[src/rtl/serial_link_pkg.sv]
// Shared definitions for the ASCII character link: the transmitter and the receiver both import this package.
package serial_link_pkg;

  localparam int FRAME_BITS_DEFAULT = 10;
  localparam int OVERSAMPLE_DEFAULT = 16;
  localparam logic LINE_IDLE = 1'b1;

  typedef enum logic [1:0] {
    ST_IDLE,
    ST_LOAD,
    ST_SEND,
    ST_DONE
  } link_state_e;

endpackage

[src/rtl/tx_bit_timer.sv]
// Modulo-OVERSAMPLE bit-period counter. terminal marks the last clock of the current bit.
module tx_bit_timer #(
  parameter int OVERSAMPLE = serial_link_pkg::OVERSAMPLE_DEFAULT,
  localparam int CW = $clog2(OVERSAMPLE)
) (
  input  logic          clk,
  input  logic          reset_n,
  input  logic          clear,
  input  logic          enable,
  output logic [CW-1:0] count,
  output logic          terminal
);

  assign terminal = enable && (count == CW'(OVERSAMPLE - 1));

  // NOTE: sequential state is written only with non-blocking assignments, so every
  // register samples the values from before the edge, whatever the block order.
  always_ff @(posedge clk or negedge reset_n) begin
    if (!reset_n) begin
      count <= '0;
    end else if (clear) begin
      count <= '0;
    end else if (enable) begin
      count <= terminal ? '0 : count + CW'(1);
    end
  end

endmodule

[src/rtl/serial_frame_transmitter.sv]
// Shifts a pre-framed character out LSB-first, holding each bit for OVERSAMPLE clocks,
// with a polled load / character_sent handshake towards the processor.
module serial_frame_transmitter
  import serial_link_pkg::*;
#(
  parameter int FRAME_BITS = FRAME_BITS_DEFAULT,
  parameter int OVERSAMPLE = OVERSAMPLE_DEFAULT,
  localparam int CW = $clog2(OVERSAMPLE),
  localparam int IW = $clog2(FRAME_BITS)
) (
  input  logic                  clk,
  input  logic                  reset_n,
  input  logic                  transmit_enable,
  input  logic [FRAME_BITS-1:0] parallel_in,
  output logic                  data_out,
  output logic                  load,
  output logic                  character_sent,
  output logic                  busy
);

  link_state_e           state;
  logic [FRAME_BITS-1:0] shift_reg;
  logic [IW-1:0]         bit_index;
  logic [CW-1:0]         bit_timer;
  logic                  bit_tick;
  logic                  timer_clear;
  logic                  timer_run;

  // The LOAD cycle is tick 0 of the start bit, so the timer runs from LOAD onwards.
  assign timer_clear = (state == ST_IDLE) || (state == ST_DONE);
  assign timer_run   = (state == ST_LOAD) || (state == ST_SEND);

  tx_bit_timer #(
    .OVERSAMPLE(OVERSAMPLE)
  ) u_bit_timer (
    .clk     (clk),
    .reset_n (reset_n),
    .clear   (timer_clear),
    .enable  (timer_run),
    .count   (bit_timer),
    .terminal(bit_tick)
  );

  // data_out is a register mirroring shift_reg[0], so it is updated together with each shift.
  always_ff @(posedge clk or negedge reset_n) begin
    if (!reset_n) begin
      state          <= ST_IDLE;
      shift_reg      <= '1;
      bit_index      <= '0;
      data_out       <= LINE_IDLE;
      load           <= 1'b0;
      character_sent <= 1'b0;
      busy           <= 1'b0;
    end else begin
      load <= 1'b0;
      case (state)
        ST_IDLE: begin
          data_out <= LINE_IDLE;
          if (transmit_enable) begin
            shift_reg <= parallel_in;
            data_out  <= parallel_in[0];
            bit_index <= '0;
            load      <= 1'b1;
            busy      <= 1'b1;
            state     <= ST_LOAD;
          end
        end
        ST_LOAD: begin
          state <= ST_SEND;
        end
        ST_SEND: begin
          if (bit_tick) begin
            if (bit_index == IW'(FRAME_BITS - 1)) begin
              shift_reg      <= '1;
              bit_index      <= '0;
              data_out       <= LINE_IDLE;
              busy           <= 1'b0;
              character_sent <= 1'b1;
              state          <= ST_DONE;
            end else begin
              shift_reg <= {1'b1, shift_reg[FRAME_BITS-1:1]};
              data_out  <= shift_reg[1];
              bit_index <= bit_index + IW'(1);
            end
          end
        end
        ST_DONE: begin
          // Holding transmit_enable parks here, so one request never sends twice.
          if (!transmit_enable) begin
            character_sent <= 1'b0;
            state          <= ST_IDLE;
          end
        end
        default: begin
          state <= ST_IDLE;
        end
      endcase
    end
  end

endmodule

[config.mk]
export PLATFORM = sky130hd
export DESIGN_NAME = serial_frame_transmitter
export DESIGN_NICKNAME = d
export VERILOG_FILES = /design/src/rtl/serial_link_pkg.sv /design/src/rtl/tx_bit_timer.sv /design/src/rtl/serial_frame_transmitter.sv
export SDC_FILE = /design/constraint.sdc
export NUM_CORES = 1
export LEC_CHECK = 0
export ABC_CLOCK_PERIOD_IN_PS = 3600
export CORE_UTILIZATION = 57
export CTS_CLUSTER_SIZE = 8
export DETAILED_ROUTE_END_ITERATION = 10
export GPL_ROUTABILITY_DRIVEN = 0
export MAX_ROUTING_LAYER = met4
export PLACE_DENSITY_LB_ADDON = 0.12
export SLEW_MARGIN = 40
export SYNTH_ARGS = -nofsm -noshare
export SYNTH_HDL_FRONTEND = slang
export SYNTH_SLANG_ARGS = --single-unit
export TNS_END_PERCENT = 1
[constraint.sdc]
create_clock -name clk -period 3.6 [get_ports clk]
set_input_delay 0.72 -clock clk [delete_from_list [all_inputs] [get_ports clk]]
set_output_delay 0.72 -clock clk [all_outputs]
set_load 0.1 [all_outputs]
* Yosys cells after proc, flatten, opt, wreduce, memory -nomap -nowiden
Cells that the tools add are included.
Word-level totals: word-level logic and storage cells 61, bits in registers 24, latch bits 0, memory bits (writable) 0, bits of input ports 13, memories 0, output and inout bits 4, ROM bits 0
Operators by class: divide/modulo/power cells 0, bitwise gates (word level) 0, multiplexer cells 30, shifts and indexed selects 0, add/subtract/negate cells 2, equality and inequality tests 9, reductions and logical operators 12, multipliers 0, order comparisons 0
Operator list (count):
- 4-bit two-way mux | 6
- 10-bit two-way mux | 2
- 10-bit case mux with 2 select lines | 1
- 4-bit AND reduction | 3
- 1-bit two-way mux | 11
- 9-bit two-way mux | 1
- 4-bit by 1-bit adder with 4-bit output, second input constant | 2
- 4-bit equality test, second input constant | 2
- 2-bit two-way mux | 4
- 2-bit case mux with 4 select lines | 1
- 4-bit case mux with 2 select lines | 1
- 1-bit case mux with 2 select lines | 3
- 2-bit nonzero test | 3
- 2-bit equality test, second input constant | 2
- 2-bit by 1-bit != test with 1-bit output, second input constant | 2
- 2-bit != test, second input constant | 2
- 3-bit AND reduction | 1
- 2-bit by 1-bit equality test with 1-bit output, second input constant | 1
- 2-bit logical NOT | 1
- 1-bit logical OR | 2
- 2-bit AND reduction | 1
- 1-bit logical AND | 1

* Depth between registers and ports, before layout
depth after elaboration 6, depth in mapped cells 7

* Hierarchy
Synthesis repeated with hierarchy kept, for this count alone.
Unflattened totals: cells, all modules 136, area, all modules 1330.0 µm²
Modules (own cells, without submodules):
- serial_frame_transmitter | cells each 114, area each 1124.8 µm², instances 1
- tx_bit_timer | cells each 22, area each 205.2 µm², instances 1

* Least setup slack after synthesis
Ideal clock, no wire load.
path type reg-to-reg, start register state[0], end register shift_reg[1], arrival 1.654 ns, stages on the path, launching flop included 7, setup slack 1.862 ns, clock period less this slack 1.738 ns, library setup time 0.085 ns, path through dfrtp_1 > inv_1 > ha_1 > nand4_4 > a211oi_4 > buf_6 > mux2_1
On the way: longest elaborated chain between the ends 5, elaborated cells on any way between the ends 10, those cells by class eq/ne: 4; mux: 1; reduce/logical: 5
RTL lines:
- from (decl) | RTL line serial_frame_transmitter.sv:21 | link_state_e state;
- from (signal assigned) | RTL line serial_frame_transmitter.sv:47 | state <= ST_IDLE;
- from (signal assigned) | RTL line serial_frame_transmitter.sv:65 | state <= ST_LOAD;
- from (signal assigned) | RTL line serial_frame_transmitter.sv:69 | state <= ST_SEND;
- 2-bit by 1-bit equality test with 1-bit output or 2-bit equality test (tied branches) | RTL line serial_frame_transmitter.sv:31, serial_frame_transmitter.sv:56
- 1-bit logical OR | RTL line serial_frame_transmitter.sv:31 | assign timer_run = (state == ST_LOAD) || (state == ST_SEND);
- 1-bit logical AND | RTL line tx_bit_timer.sv:14 | assign terminal = enable && (count == CW'(OVERSAMPLE - 1));
- 2-bit by 1-bit != test with 1-bit output (no line)
- 3-bit AND reduction (no line)
- to (signal assigned) | RTL line serial_frame_transmitter.sv:60 | shift_reg <= parallel_in;
- to (signal assigned) | RTL line serial_frame_transmitter.sv:81 | shift_reg <= {1'b1, shift_reg[FRAME_BITS-1:1]};
- to (decl) | RTL line serial_frame_transmitter.sv:22 | logic [FRAME_BITS-1:0] shift_reg;
Several ways; a longest one is shown, not always the timed one. A chain may end at the register's enable or synchronous reset.

* Final worst setup path
start register state[0], end register bit_index[3]
On the way: longest elaborated chain between the ends 5, elaborated cells on any way between the ends 10, those cells by class eq/ne: 4; mux: 1; reduce/logical: 5
RTL lines:
- 2-bit by 1-bit equality test with 1-bit output or 2-bit equality test (tied branches) | RTL line serial_frame_transmitter.sv:31, serial_frame_transmitter.sv:56
- 1-bit logical OR | RTL line serial_frame_transmitter.sv:31
- 1-bit logical AND | RTL line tx_bit_timer.sv:14
- 2-bit by 1-bit != test with 1-bit output (no line)
- 3-bit AND reduction (no line)
- to (signal assigned) | RTL line serial_frame_transmitter.sv:83 | bit_index <= bit_index + IW'(1);
- to (decl) | RTL line serial_frame_transmitter.sv:23 | logic [IW-1:0] bit_index;
Several ways; a longest one is shown, not always the timed one.

==> flow_summary.json <==
{
  "status": "finished clean",
  "clk_latency_ns": 0.32,
  "antenna_found_initial": 0,
  "crit_path_max_incr_delay_ns": 0.53,
  "synthCells": 120,
  "path_class": "reg2reg",
  "p_total_mw": 1.190,
  "cts_setup_buffers": 0,
  "rows": 16,
  "drtIter0Drc": 16,
  "synth_area_leaders": "dfrtp_1, dfstp_2, nor2_1",
  "mappedNetlistNets": 139,
  "die_h_um": 48.88,
  "viasPerCell": 5.414,
  "synth_top_area_cell": "dfrtp_1",
  "fin_crit_sh_pct": 62.40,
  "fin_nets": 155,
  "clockBufferDepth": 2,
  "cts_hold_buf": 0,
  "endpoint_kind": "register",
  "rsz0062_at_grt": "false",
  "start_kind": "register",
  "drive_gt1_share_pct": 20.74,
  "grt_pass1_vias": 905,
  "synth_area_per_cell_um2": 10.44,
  "cts-buffers-inserted": 3,
  "netlist-cell-type-count": 34,
  "core-area_um2": 2022,
  "port_buffers": 16,
  "netlist_area_um2": 1252,
  "grt_max_degree": 26,
  "yosysTopAreaCellShare_pct": 25.97,
  "peakVddDrop_uv": 542.9,
  "antennaDiodeCount": 0,
  "crit_arrival_ns": 2.47,
  "grt_first_pass_wirelength_mm": 3.967,
  "wl_per_cell_um": 13.60,
  "finalMaxSlewViolations": 0,
  "critical_path.slowest_cell": "a211oi_4",
  "die_x_um": 48.88,
  "clock_skew_ns": 0.01225,
  "seq_area_frac_synth_pct": 46.95,
  "clkSlewWorstSetupHoldPaths_ns": 0.14,
  "final-setup-viol-count": 0,
  "ys.warnings.count": 0,
  "h-tree-depth": 1,
  "stdcell_area_um2": 1423,
  "setup_tns_ns": 0,
  "grt-ovfl-total": 0,
  "fin_crit_ns": 2.246,
  "first_pass_iters": 4,
  "pwr_density_cell_nw_per_um2": 836.5,
  "dp_hpwl_mm": 1.593,
  "worst_slew_pin_slew_ns": 0.6138,
  "hold_path.class": "in2async",
  "cp_max_fo": 25,
  "place_area_um2": 1393,
  "synth-seq-cells": 23,
  "drcViolationCount": 0,
  "cellLeakagePower_nw": 0.6346,
  "maxCapViolations": 0,
  "dieArea_um2": 2389,
  "slew_headroom_pct": 58.95,
  "fmax_mhz": 445.2,
  "wl_mm": 2.204,
  "crit_chain": "inv_1 > ha_2 > nor2_1 > a211oi_4 > a21bo_1 > a22o_1",
  "via_count": 877,
  "worstPathRequired_ns": 3.82,
  "ios": 17,
  "start_util_pct": 61.94,
  "largest_reg_flops": 9,
  "cts_resized": 0,
  "cts_tree": "built",
  "track_usage_pct": 22.50,
  "finalHoldViolations": 0,
  "cts.sinks": 23,
  "final_antenna_net_count": 0,
  "clockRootBuffer": "clkbuf_4",
  "syn2layout_area_growth_pct": 13.59
}
==> synthesized netlist by cell type <==
| cell type | n |
|---|---|
| ha_1 | 6 |
| nand2b_1 | 1 |
| o22ai_1 | 1 |
| nor2_1 | 22 |
| mux2_2 | 2 |
| a31oi_1 | 2 |
| o21ai_0 | 6 |
| xnor2_1 | 1 |
| a311oi_1 | 2 |
| a22o_1 | 1 |
| a21o_1 | 1 |
| nand4_4 | 1 |
| nor4_2 | 1 |
| a211oi_4 | 1 |
| and3b_1 | 1 |
| a21oi_1 | 12 |
| clkbuf_1 | 2 |
| a2bb2oi_1 | 1 |
| nand2b_4 | 1 |
| inv_1 | 8 |
| buf_2 | 2 |
| nor3b_1 | 1 |
| mux2_1 | 7 |
| dfrtp_1 | 13 |
| nand3_1 | 1 |
| a221oi_2 | 1 |
| dfstp_2 | 10 |
| a21bo_1 | 1 |
| buf_6 | 1 |
| mux2i_1 | 3 |
| nand2_1 | 4 |
| and2_1 | 1 |
| nor2b_2 | 1 |
| or3_1 | 1 |
==> routing by layer <==
layer / global-route usage (%) / wire (um)
met1: 28.25 / 1069
met2: 36.11 / 1040
met3: 2.804 / 46
met4: 10.78 / 47
met5: - / 0
==> placed cells by master (no fill, tap or decap), types with 2 or more instances in the layout <==
| cell type | Yosys | layout |
|---|---|---|
| nor2_1 | 22 | 22 |
| o21ai_0 | 6 | 6 |
| clkdlybuf4s50_1 | 0 | 11 |
| mux2i_1 | 3 | 3 |
| ha_1 | 6 | 5 |
| a21oi_1 | 12 | 12 |
| buf_2 | 2 | 5 |
| clkbuf_4 | 0 | 3 |
| mux2_1 | 7 | 7 |
| a311oi_1 | 2 | 2 |
| dfrtp_1 | 13 | 13 |
| dfstp_2 | 10 | 10 |
| a31oi_1 | 2 | 2 |
| nand2_1 | 4 | 4 |
| inv_1 | 8 | 8 |
| mux2_2 | 2 | 2 |
==> worst max-delay path, delay by kind of cell (launching register included) <==
kind | cells | cell delay, ns
fa+ha+maj | 1 | 0.49
flops | 1 | 0.43
buf+inv | 1 | 0.09
compound gates | 3 | 0.98
simple gates | 1 | 0.17
==> cells by family after synthesis <==
| kind of cell | after synthesis | share of synthesized area (%) |
|---|---|---|
| AND/OR/NAND/NOR | 36 | 15.48 |
| AO/OA/AOI/OAI | 29 | 15.69 |
| flip-flops | 23 | 46.95 |
| buffers and inverters | 13 | 4.696 |
| multiplexers | 12 | 10.49 |
| adder cells (fa/ha/maj) | 6 | 5.994 |
| XOR/XNOR | 1 | 0.6994 |
==> per-stage QoR <==
stage / std cells / util [%] / hold WS (ns) / setup slack [ns]
floorplan: 120 / - / 0.4244 / 1.862
global placement: 158 / 70.11 / 0.4752 / 1.081
detailed placement: 158 / 68.87 / 0.4882 / 1.015
CTS: 162 / 70.24 / 0.3520 / 1.037
global route: 162 / 70.36 / 0.3785 / 1.175
finish: 162 / 70.36 / 0.3392 / 1.354
==> final timing paths <==
check	end	from	slack, ns	cells past startpoint
min in group clk	u_bit_timer.count[0]	u_bit_timer.count[0]	0.51	1
min reg2reg	u_bit_timer.count[0]	u_bit_timer.count[0]	0.51	1
max	bit_index[3]	state[0]	1.35	6
max in group asynchronous	shift_reg[1]	reset_n	2.89	1
max reg2reg	bit_index[3]	state[0]	1.35	6
min	bit_index[1]	reset_n	0.34	1
==> area by class of cell <==
type | count | area, um2
inverter | 8 | 30.03
clock inverter | 1 | 5.005
tap | 27 | 33.78
timing repair buffer | 16 | 135.1
multi-input combinational | 84 | 608.1
sequential | 23 | 588.1
fill | 151 | 599.3
clock buffer | 3 | 22.52
==> where the power goes <==
group          internal (mW)  total, mW  switching (mW)
clock network         0.0416      0.122          0.0807
registers              0.393      0.454          0.0606
logic                  0.241      0.614           0.373
(Power assumes the default switching activity.)
